**config.mk**
```make
export PLATFORM = sky130hd
export DESIGN_NAME = uart_tx_serializer_flat
export DESIGN_NICKNAME = d
export VERILOG_FILES = /design/src/rtl/uart_pkg.sv /design/src/rtl/uart_tx_serializer_if.sv /design/src/rtl/uart_baud_gen.sv /design/src/rtl/uart_tx_serializer.sv /design/src/flat_wrapper.sv
export SDC_FILE = /design/constraint.sdc
export NUM_CORES = 1
export LEC_CHECK = 0
export CORE_UTILIZATION = 51
export CTS_BUF_LIST = sky130_fd_sc_hd__clkbuf_8 sky130_fd_sc_hd__clkbuf_16
export DETAILED_ROUTE_END_ITERATION = 10
export PLACE_DENSITY = 0.76
export SLEW_MARGIN = 20
export SYNTH_ARGS = -nofsm -noshare
export SYNTH_HDL_FRONTEND = slang
export SYNTH_SLANG_ARGS = --single-unit
```
**constraint.sdc**
```tcl
create_clock -name clk_i -period 3 [get_ports clk_i]
set_input_delay 0.45 -clock clk_i [delete_from_list [all_inputs] [get_ports clk_i]]
set_output_delay 0.45 -clock clk_i [all_outputs]
set_load 0.05 [all_outputs]
```
**src/rtl/uart_pkg.sv**
```systemverilog
// Shared types, widths and the parity helper for the UART transmit serializer.
package uart_pkg;

  localparam int UART_DATA_W = 8;
  localparam int UART_DIV_W  = 16;

  typedef enum logic [2:0] {
    IDLE   = 3'd0,
    START  = 3'd1,
    DATA   = 3'd2,
    PARITY = 3'd3,
    STOP   = 3'd4
  } tx_state_e;

  // Even parity is the XOR of the data bits; odd sense inverts it.
  function automatic logic parity_bit(input logic [UART_DATA_W-1:0] data, input logic odd);
    return (^data) ^ odd;
  endfunction

endpackage

```
**src/rtl/uart_tx_serializer_if.sv**
```systemverilog
// FIFO-side handshake of the UART transmit serializer: enable, show-ahead head and pop strobe.
interface uart_tx_serializer_if
  import uart_pkg::*;
#(
  parameter int DATA_W = UART_DATA_W
);

  logic              tx_en_i;
  logic              fifo_empty_i;
  logic [DATA_W-1:0] fifo_data_i;
  logic              fifo_rd_o;

  modport master (
    output tx_en_i,
    output fifo_empty_i,
    output fifo_data_i,
    input  fifo_rd_o
  );

  modport slave (
    input  tx_en_i,
    input  fifo_empty_i,
    input  fifo_data_i,
    output fifo_rd_o
  );

endinterface

```
**src/rtl/uart_baud_gen.sv**
```systemverilog
// Per-bit down-counter: bit_end marks the last clock of each bit, then reloads from the latched divisor.
module uart_baud_gen #(
  parameter int DIV_W = 16
) (
  input  logic             clk,
  input  logic             rst_n,
  input  logic             start,
  input  logic             run,
  input  logic [DIV_W-1:0] start_div,
  input  logic [DIV_W-1:0] div,
  output logic             bit_end
);

  logic [DIV_W-1:0] cnt_r;

  assign bit_end = run && (cnt_r == '0);

  // Count down through each bit; a frame start preloads from the divisor being latched.
  always_ff @(posedge clk or negedge rst_n) begin
    if (!rst_n) begin
      cnt_r <= '0;
    end else if (start) begin
      cnt_r <= start_div - DIV_W'(1);
    end else if (bit_end) begin
      cnt_r <= div - DIV_W'(1);
    end else if (run) begin
      cnt_r <= cnt_r - DIV_W'(1);
    end else begin
      cnt_r <= cnt_r;
    end
  end

endmodule

```
**src/rtl/uart_tx_serializer.sv**
```systemverilog
// UART transmit back end: pops the FIFO and sends start, 8 data bits LSB-first, optional parity, 1/2 stops.
// Parity stage is built only when UART_TX_PARITY_EN is defined.
module uart_tx_serializer
  import uart_pkg::*;
#(
  parameter int DATA_W = UART_DATA_W,
  parameter int DIV_W  = UART_DIV_W
) (
  input  logic                 clk_i,
  input  logic                 rst_ni,
  uart_tx_serializer_if.slave  fifo,
  input  logic [DIV_W-1:0]     baud_div_i,
  input  logic                 stop2_i,
  input  logic                 parity_odd_i,
  output logic                 tx_o,
  output logic                 busy_o,
  output logic                 done_tx_o
);

  localparam int IDX_W = $clog2(DATA_W);

  localparam logic [2:0] ST_IDLE   = IDLE;
  localparam logic [2:0] ST_START  = START;
  localparam logic [2:0] ST_DATA   = DATA;
  localparam logic [2:0] ST_PARITY = PARITY;
  localparam logic [2:0] ST_STOP   = STOP;

  logic [2:0]        state_r, state_n;
  logic [DATA_W-1:0] shift_r, shift_n;
  logic [IDX_W-1:0]  idx_r, idx_n;
  logic              second_r, second_n;
  logic              tx_r, tx_n;
  logic              busy_r, busy_n;
  logic              done_r, done_n;
  logic              ready_r, stop2_r, parity_r;
  logic [DIV_W-1:0]  div_r, div_eff_s;
  logic              pop_s, bit_end_s, par_s;

`ifdef UART_TX_PARITY_EN
  localparam logic HAS_PARITY = 1'b1;
  assign par_s = parity_bit(fifo.fifo_data_i, parity_odd_i);
`else
  localparam logic HAS_PARITY = 1'b0;
  logic unused_parity_s;
  assign unused_parity_s = parity_odd_i;
  assign par_s           = 1'b0;
`endif

  // ready_r keeps the pop strobe low while reset is held and for the first clock after it.
  assign pop_s     = ready_r && (state_r == ST_IDLE) && fifo.tx_en_i && !fifo.fifo_empty_i;
  assign div_eff_s = (baud_div_i == '0) ? DIV_W'(1) : baud_div_i;

  assign fifo.fifo_rd_o = pop_s;
  assign tx_o           = tx_r;
  assign busy_o         = busy_r;
  assign done_tx_o      = done_r;

  uart_baud_gen #(.DIV_W(DIV_W)) u_baud (
    .clk       (clk_i),
    .rst_n     (rst_ni),
    .start     (pop_s),
    .run       (busy_r),
    .start_div (div_eff_s),
    .div       (div_r),
    .bit_end   (bit_end_s)
  );

  // Frame sequencing: the next line level is registered together with the state.
  always_comb begin
    state_n  = state_r;
    shift_n  = shift_r;
    idx_n    = idx_r;
    second_n = second_r;
    tx_n     = tx_r;
    busy_n   = busy_r;
    done_n   = 1'b0;
    case (state_r)
      ST_IDLE: begin
        tx_n = 1'b1;
        if (pop_s) begin
          state_n  = ST_START;
          shift_n  = fifo.fifo_data_i;
          idx_n    = '0;
          second_n = 1'b0;
          tx_n     = 1'b0;
          busy_n   = 1'b1;
        end else begin
          busy_n = 1'b0;
        end
      end
      ST_START: begin
        if (bit_end_s) begin
          state_n = ST_DATA;
          tx_n    = shift_r[0];
          shift_n = shift_r >> 1;
        end else begin
          state_n = ST_START;
        end
      end
      ST_DATA: begin
        if (bit_end_s) begin
          idx_n = idx_r + IDX_W'(1);
          if (idx_r == IDX_W'(DATA_W - 1)) begin
            if (HAS_PARITY) begin
              state_n = ST_PARITY;
              tx_n    = parity_r;
            end else begin
              state_n = ST_STOP;
              tx_n    = 1'b1;
            end
          end else begin
            tx_n    = shift_r[0];
            shift_n = shift_r >> 1;
          end
        end else begin
          state_n = ST_DATA;
        end
      end
      ST_PARITY: begin
        if (bit_end_s) begin
          state_n = ST_STOP;
          tx_n    = 1'b1;
        end else begin
          state_n = ST_PARITY;
        end
      end
      ST_STOP: begin
        tx_n = 1'b1;
        if (bit_end_s) begin
          if (stop2_r && !second_r) begin
            second_n = 1'b1;
          end else begin
            state_n  = ST_IDLE;
            second_n = 1'b0;
            busy_n   = 1'b0;
            done_n   = 1'b1;
          end
        end else begin
          state_n = ST_STOP;
        end
      end
      default: begin
        state_n = ST_IDLE;
        tx_n    = 1'b1;
        busy_n  = 1'b0;
      end
    endcase
  end

  // State, shifter and line registers; frame settings are frozen at the pop.
  always_ff @(posedge clk_i or negedge rst_ni) begin
    if (!rst_ni) begin
      state_r  <= ST_IDLE;
      shift_r  <= '0;
      idx_r    <= '0;
      second_r <= 1'b0;
      tx_r     <= 1'b1;
      busy_r   <= 1'b0;
      done_r   <= 1'b0;
      ready_r  <= 1'b0;
      div_r    <= '0;
      stop2_r  <= 1'b0;
      parity_r <= 1'b0;
    end else begin
      state_r  <= state_n;
      shift_r  <= shift_n;
      idx_r    <= idx_n;
      second_r <= second_n;
      tx_r     <= tx_n;
      busy_r   <= busy_n;
      done_r   <= done_n;
      ready_r  <= 1'b1;
      if (pop_s) begin
        div_r    <= div_eff_s;
        stop2_r  <= stop2_i;
        parity_r <= par_s;
      end else begin
        div_r    <= div_r;
        stop2_r  <= stop2_r;
        parity_r <= parity_r;
      end
    end
  end

endmodule
```
**src/flat_wrapper.sv**
```systemverilog
// flat-port wrapper written by rule: the top's interface ports become plain ports
module uart_tx_serializer_flat import uart_pkg::*;
#(
  parameter int DATA_W = UART_DATA_W,
  parameter int DIV_W  = UART_DIV_W
)
  (clk_i, rst_ni, baud_div_i, stop2_i, parity_odd_i, tx_o, busy_o, done_tx_o, fifo_tx_en_i, fifo_fifo_empty_i, fifo_fifo_data_i, fifo_fifo_rd_o);
  uart_tx_serializer_if #(.DATA_W(DATA_W)) fifo_i ();
  input  logic clk_i;
  input  logic rst_ni;
  input  logic [DIV_W-1:0] baud_div_i;
  input  logic stop2_i;
  input  logic parity_odd_i;
  output logic tx_o;
  output logic busy_o;
  output logic done_tx_o;
  input wire logic [$bits(fifo_i.tx_en_i)-1:0] fifo_tx_en_i;
  input wire logic [$bits(fifo_i.fifo_empty_i)-1:0] fifo_fifo_empty_i;
  input wire logic [$bits(fifo_i.fifo_data_i)-1:0] fifo_fifo_data_i;
  output wire logic [$bits(fifo_i.fifo_rd_o)-1:0] fifo_fifo_rd_o;
  assign fifo_i.tx_en_i = fifo_tx_en_i;
  assign fifo_i.fifo_empty_i = fifo_fifo_empty_i;
  assign fifo_i.fifo_data_i = fifo_fifo_data_i;
  assign fifo_fifo_rd_o = fifo_i.fifo_rd_o;
  uart_tx_serializer #(.DATA_W(DATA_W), .DIV_W(DIV_W)) u_core (.clk_i(clk_i), .rst_ni(rst_ni), .fifo(fifo_i), .baud_div_i(baud_div_i), .stop2_i(stop2_i), .parity_odd_i(parity_odd_i), .tx_o(tx_o), .busy_o(busy_o), .done_tx_o(done_tx_o));
endmodule
```
==> results of run 1 <==
final cells by class:
class / count / area (um2) / area share [%]
Timing Repair Buffer: 63 / 558.0 / 15.22
Multi-Input combinational cell: 255 / 1615 / 44.06
Clock buffer: 5 / 68.82 / 1.877
Clock inverter: 3 / 18.77 / 0.5119
Tap cell: 72 / 90.09 / 2.457
Sequential cell: 52 / 1303 / 35.53
Inverter: 3 / 12.51 / 0.3413
per-stage QoR:
stage          instances  total power [W]
2_1_floorplan        326        0.0007365
3_3_place_gp         445        0.0007984
3_5_place_dp         445        0.0007998
4_1_cts              453         0.001200
5_1_grt              453         0.001234
6_report             453         0.001197
cell usage in the layout (no fill, tap or decap), types with 6 or more instances in the layout:
cell,instances
nand2_1,71
dfrtp_1,51
buf_4,31
clkdlybuf4s50_1,30
nor2_1,21
o21ai_0,19
nand3_1,13
a21oi_1,11
mux2_2,9
nand2b_1,8
mux2_1,7
nor4_1,6
a31oi_1,6
per-layer routing:
metal | track usage, % | vias to the layer above | wire length [um] | share of wire, %
li1 | - | 1295 | - | -
met1 | 35.91 | 1307 | 3508 | 47
met2 | 43.83 | 87 | 3506 | 47
met3 | 4.138 | 7 | 427 | 5.7
met4 | 6.545 | 0 | 68 | 0.91
met5 | 0 | - | 0 | 0
path summary, 6_finish.rpt:
kind / start / end / slack, ns / depth (start not counted)
worst max-delay path: fifo_fifo_empty_i / u_core.u_baud.cnt_r[12] / 0.23 / 11
worst min-delay path: rst_ni / u_core.shift_r[6] / 0.14 / 1
worst min register to register: u_core.div_r[12] / u_core.div_r[12] / 0.49 / 2
min in group clk_i: u_core.div_r[12] / u_core.div_r[12] / 0.49 / 2
worst max register to register: u_core.u_baud.cnt_r[6] / u_core.shift_r[3] / 0.30 / 7
max in group asynchronous: rst_ni / u_core.u_baud.cnt_r[15] / 2.08 / 2
cell families after synthesis:
logic type | Yosys count
xor gates and xnor gates | 6
DFF | 52
and+or+nand+nor | 156
other | 1
buffers and inverters | 19
adders and majority gates | 3
muxes | 16
AOI/OAI and AO/OA | 73
registers in the layout (all words and copies together), names as in the netlist:
| signal | count |
|---|---|
| u_core.second_r | 1 |
| u_core.u_baud.cnt_r | 16 |
| u_core.state_r | 3 |
| u_core.idx_r | 3 |
| u_core.div_r | 16 |
| u_core.ready_r | 1 |
| u_core.shift_r | 8 |
| u_core.done_tx_o | 1 |
| u_core.tx_o | 1 |
| u_core.stop2_r | 1 |
| u_core.busy_o | 1 |
Yosys cell counts (2+ instances only):
cell type / count / area share [%]
and3_1: 3 / 0.62
nand3_1: 13 / 2.2
and4_1: 4 / 1.2
a311o_1: 2 / 0.66
o311ai_1: 3 / 0.87
xnor2_1: 3 / 0.87
o21ai_0: 19 / 3.2
nand4_1: 2 / 0.41
mux2_2: 9 / 3.4
or4_1: 2 / 0.50
nor3b_1: 2 / 0.50
nand2b_1: 8 / 1.7
or3_1: 3 / 0.62
a21o_1: 2 / 0.50
clkbuf_1: 11 / 1.4
inv_1: 2 / 0.25
a22o_1: 2 / 0.58
and2_1: 2 / 0.41
o211ai_1: 2 / 0.50
o21a_1: 3 / 0.75
xor2_1: 3 / 0.87
nor4_2: 3 / 1.2
nor4_1: 6 / 1.2
or2_2: 2 / 0.41
nor2_1: 21 / 2.6
buf_6: 3 / 1.1
a31oi_1: 6 / 1.2
mux2_1: 7 / 2.6
nor3_1: 4 / 0.66
dfrtp_1: 51 / 42
nand2_1: 71 / 8.8
o31ai_1: 5 / 1.2
a311oi_1: 2 / 0.58
o211a_1: 5 / 1.7
ha_1: 3 / 1.2
a21oi_1: 11 / 1.8
worst register-to-register path, stage by stage, from the launching register on:
cell and delay (ns):
dfrtp_1 0.46, nor4_2 0.42, nand4_2 0.13, nand2b_1 0.28
buf_4 0.22, or3_1 0.40, a21oi_4 0.31, mux2_1 0.37
where the power goes:
group / internal, W / switching (W)
sequential: 0.000706 / 0.00000279
combinational: 0.0000428 / 0.0000335
clock: 0.000164 / 0.000248
==> results.ini, run 1 <==
[worst_setup_path]
path_delay_family = compound AO/OA/AOI/OAI gates
cp_max_fo = 9
slowest_delay_ns = 0.46
path_class = primary input to flop
crit_path_top_delay_cell = clkdlybuf4s50_1
cp-end-kind = flop
cpMostUsedCell = buf_4
cp_num_buf_inv = 4
cp.arrival_ns = 2.97
cp_cell_sequence = clkdlybuf4s50_1, and3b_1, nand2_2, clkinv_2, buf_4, a311o_1, a21oi_1, buf_4, nand3_1, o21a_1, o31ai_1
worstSetupStartpointType = primary input
cp.required_ns = 3.21

[placement]
placedInstanceArea_um2 = 3578
place_congestion = 0.8633
dp_hpwl_mm = 5.749
dp_slack_ns = -0.06457
port_buffers = 32

[synthesis]
avgSynthCellArea_um2 = 9.257
synth-seq-cells = 52
synth_xor_area_share_pct = 1.741
ys_types = 62
synth-simple-area-share_pct = 26.95
synth_edf_count = 0
synth_compound_area_share_pct = 17.50
yosysSeqAreaShare_pct = 43.16
syn_area_um2 = 3018
synth_top_family_by_area = simple AND/OR/NAND/NOR gates
synthMuxAreaShare_pct = 5.970
synthCells = 326
synth_fp_nets = 359
synth_fa_ha_area_share_pct = 1.244
synth_ff_type = dfrtp_1
synthArstFlopShare_pct = 100.0
yosys_warnings = 0

[grt]
antenna_found_initial = 0
grt_max_degree = 29
track_usage_pct = 26.32
grt_pass1_vias = 2634
grt_first_pass_wirelength_mm = 12.72
overflow = 0

[run_status]
status = finished clean

[clock_network]
cts_hold_buf = 0
insertion_delay_ns = 0.31
cts_tree = yes
post-cts-setup-buffer-count = 0
cts_max_level = 2
root_buffer = clkbuf_8
cts_num_sinks = 52
clkTransAtPathRegs_ns = 0.10
cts_buffers = 5
ctsResizeCount = 0
cts_max_path_buffers = 2

[die]
ios = 34
die_h_um = 78.93
die_x_um = 78.93
fp.dieArea_um2 = 6229
fp-row-count = 27
coreArea_um2 = 5608
initial_core_util_pct = 53.82

[timing]
skew_ns = 0.008803
rsz0062_at_grt = no
fmax_mhz = 361.6
worstMarginPinSlew_ns = 0.6697
layout_min_cycle_time_ns = 2.766
hold_slack_ns = 0.1424
finalSetupTns_ns = 0
fin_crit_sh_pct = 92.18
drv_slew = 0
setup_viol = 0
hold_viol = 0
maxSlewHeadroom_pct = 55.36
setup_slack_ns = 0.2345

[route]
first_pass_iters = 5
dr_total_vias = 2696
drt_iter0_markers = 263
drcViolationCount = 0
routed_wl_mm = 7.511
ant_nets = 0
routedWlPerCell_um = 16.58
via_per_inst = 5.951

[pwr]
pwr_density_cell_nw_per_um2 = 326.4
peakVddDrop_mv = 0.2090
cellLeakagePower_nw = 1.597

[finish]
finish.instance_area_um2 = 3666
fin_util_pct = 65.37
nets = 413
antenna_cells = 0
fillCellCount = 498
syn_to_final_growth_pct = 21.48
drive_gt1_share_pct = 17.85

[hold_path]
holdCritPathClass = primary input to asynchronous set/reset pin

[flow_run]
drv_cap = 0

Power figures use the tool's default switching activity.
==> run 2, diff against run 1 <==
--- a/config.mk
+++ b/config.mk
@@ -9,6 +9,7 @@
 export CTS_BUF_LIST = sky130_fd_sc_hd__clkbuf_8 sky130_fd_sc_hd__clkbuf_16
 export DETAILED_ROUTE_END_ITERATION = 10
 export PLACE_DENSITY = 0.76
+export SKIP_LAST_GASP = 1
 export SLEW_MARGIN = 20
 export SYNTH_ARGS = -nofsm -noshare
 export SYNTH_HDL_FRONTEND = slang
==> constraint.sdc (replaced) <==
create_clock -name clk_i -period 3 [get_ports clk_i]
set_input_delay 0.3 -clock clk_i [delete_from_list [all_inputs] [get_ports clk_i]]
set_output_delay 0.3 -clock clk_i [all_outputs]
set_load 0.05 [all_outputs]
==> run 2 against run 1 <==
Compared with the run above: sequential power hardly changed; worst hold slack worse by 0.15 ns; clock power is 7.8% higher; routed wire length is 1.1% lower; die area stayed put; critical path type is now flop to flop; the flow now finishes with violations (negative hold slack); fmax is 0.75% higher; register-to-register slack worse by 0.04 ns; final area is 1.9% lower; sequential share of layout area is 0.68 points higher; largest power group unchanged.
==> results.ini, run 2 (synthesis gave the netlist of run 1 again) <==
[run_status]
status = finished with violations  ; was finished clean
violations = negative hold slack

[route]
ant_nets = 0  ; unchanged
via_per_inst = 5.896  ; was 5.951
dr_total_vias = 2600  ; was 2696
drt_iter0_markers = 234  ; was 263
drcViolationCount = 0  ; unchanged
first_pass_iters = 4  ; was 5
routedWlPerCell_um = 16.84  ; was 16.58 um
routed_wl_mm = 7.428  ; was 7.511 mm

[hold_path]
holdCritPathClass = primary input to asynchronous set/reset pin  ; unchanged

[die]
coreArea_um2 = 5608  ; unchanged
fp-row-count = 27  ; unchanged
die_x_um = 78.93  ; unchanged
fp.dieArea_um2 = 6229  ; unchanged
initial_core_util_pct = 53.82  ; unchanged
die_h_um = 78.93  ; unchanged
ios = 34  ; unchanged

[worst_setup_path]
cp.arrival_ns = 2.95  ; was 2.97 ns
rr_worst_depth = 7  ; unchanged
cp_cell_sequence = nor4_2, nand4_2, nand2b_1, buf_4, or3_1, a21oi_4, mux2_1  ; was clkdlybuf4s50_1, and3b_1, nand2_2, clkinv_2, buf_4, a311o_1, a21oi_1, buf_4, nand3_1, o21a_1, o31ai_1
worstSetupStartpointType = flop  ; was primary input
slowest_delay_ns = 0.46  ; about the same
reg2reg_from = u_core.u_baud.cnt_r[6]  ; unchanged
crit_path_top_delay_cell = dfrtp_1  ; was clkdlybuf4s50_1
path_class = flop to flop  ; was primary input to flop
cp.required_ns = 3.21  ; about the same
cp-end-kind = flop  ; unchanged
cp_max_fo = 8  ; was 9
r2r_slack_ns = 0.26  ; was 0.30 ns
reg2reg_to = u_core.shift_r[1]  ; was u_core.shift_r[3]

[timing]
maxSlewHeadroom_pct = 55.96  ; was 55.36%
fmax_mhz = 364.3  ; was 361.6 MHz
hold_viol = 18  ; was 0
skew_ns = 0.01309  ; was 0.008803 ns
drv_slew = 0  ; unchanged
worstMarginPinSlew_ns = 0.6606  ; was 0.6697 ns
setup_slack_ns = 0.2551  ; was 0.2345 ns
fin_crit_sh_pct = 91.50  ; was 92.18%
setup_viol = 0  ; unchanged
layout_min_cycle_time_ns = 2.745  ; was 2.766 ns
finalSetupTns_ns = 0  ; unchanged
hold_slack_ns = -0.008289  ; was 0.1424 ns
rsz0062_at_grt = no  ; unchanged

[clock_network]
cts_buffers = 5  ; unchanged
cts_hold_buf = 0  ; unchanged
cts_num_sinks = 52  ; unchanged
insertion_delay_ns = 0.32  ; was 0.31 ns
cts_max_path_buffers = 2  ; unchanged
post-cts-setup-buffer-count = 0  ; unchanged
cts_tree = yes  ; unchanged
clkTransAtPathRegs_ns = 0.10  ; about the same
cts_max_level = 2  ; unchanged
root_buffer = clkbuf_8  ; unchanged
ctsResizeCount = 0  ; unchanged

[placement]
dp_cells = 433  ; was 445
port_buffers = 32  ; unchanged
placedInstanceArea_um2 = 3501  ; was 3578 um2
dp_hpwl_mm = 5.594  ; was 5.749 mm
place_congestion = 0.8612  ; was 0.8633
dp_slack_ns = 0.05228  ; was -0.06457 ns

[finish]
finalNonFillerCells = 441  ; was 453
fillCellCount = 499  ; was 498
top_regs = u_core.div_r: 16 flops, u_core.u_baud.cnt_r: 16 flops, u_core.shift_r: 8 flops  ; unchanged
layout_commonest_cell = nand2_1  ; unchanged
seqCellArea_um2 = 1303  ; unchanged
syn_to_final_growth_pct = 19.20  ; was 21.48%
final_cell_mix = nand2_1, dfrtp_1, clkdlybuf4s50_1  ; was nand2_1, dfrtp_1, buf_4
finish.instance_area_um2 = 3597  ; was 3666 um2
antenna_cells = 0  ; unchanged
multi_input_area_um2 = 1615  ; unchanged
nets = 401  ; was 413
drive_gt1_share_pct = 15.18  ; was 17.85%

[grt]
grt_pass1_vias = 2482  ; was 2634
antenna_found_initial = 0  ; unchanged
track_usage_pct = 25.80  ; was 26.32%
grt_max_degree = 29  ; unchanged
overflow = 0  ; unchanged
grt_first_pass_wirelength_mm = 12.23  ; was 12.72 mm

[pwr]
peakVddDrop_mv = 0.3014  ; was 0.2090 mV
pwr_density_cell_nw_per_um2 = 341.3  ; was 326.4 nW/um2
cellLeakagePower_nw = 1.543  ; was 1.597 nW

[flow_run]
drv_cap = 0  ; unchanged

## run 2: cell types whose count changed in the layout (fill, tap and decap cells not counted)
cell,before,now
clkinv_4,1,0
inv_6,0,1
buf_4,31,18
clkinv_2,3,2
buf_12,1,2
clkbuf_8,5,6
## run 2: where the power goes
group / switching, W / internal (W) / leakage, nW
clock network: 0.000253 / 0.000189 / 0.0516
registers: 0.00000285 / 0.000706 / 0.608
logic: 0.0000340 / 0.0000418 / 0.883
## run 2: worst max path at each step
stage,slack (ns),cells after the start,to,start
after CTS,0.27,7,u_core.shift_r[1],u_core.u_baud.cnt_r[6]
final,0.26,7,u_core.shift_r[1],u_core.u_baud.cnt_r[6]
after global routing,0.14,7,u_core.shift_r[1],u_core.u_baud.cnt_r[6]
after floorplan,0.03,10,u_core.u_baud.cnt_r[14],u_core.busy_o
after detailed placement,0.05,10,u_core.u_baud.cnt_r[14],fifo_fifo_empty_i
after global placement,0.1,10,u_core.u_baud.cnt_r[14],fifo_fifo_empty_i
## run 2: critical path: cells and delay by family (launching register included)
family	cells	cell delay, ns
multiplexers	1	0.36
buffers and inverters	1	0.22
AND/OR/NAND/NOR	4	1.28
AO/OA/AOI/OAI	1	0.33
flip-flops	1	0.46
## run 2: stage by stage
step / hold WS, ns / utilization, % / power, W
final: -0.008289 / 64.15 / 0.001228
after floorplan: 0.004409 / - / 0.0007365
after CTS: 0.01110 / 64.15 / 0.001231
after detailed placement: 0.3610 / 62.43 / 0.0007992
after global placement: 0.3484 / 62.43 / 0.0007977
after global routing: 0.04831 / 64.15 / 0.001260
## run 2: layout make-up
type | count | area share (%)
multi-input cells | 255 | 44.90
well taps | 72 | 2.504
repair buffers | 51 | 13.36
clock inverters | 2 | 0.3826
clock buffers | 6 | 2.296
flip-flops and latches | 52 | 36.21
inverters | 3 | 0.3478
## run 2: metal layers
layer / GRT usage [%] / share of wire (%)
met1: 35.49 / 46
met2: 41.13 / 47
met3: 5.057 / 6.1
met4: 8.000 / 1.5
met5: 0 / 0
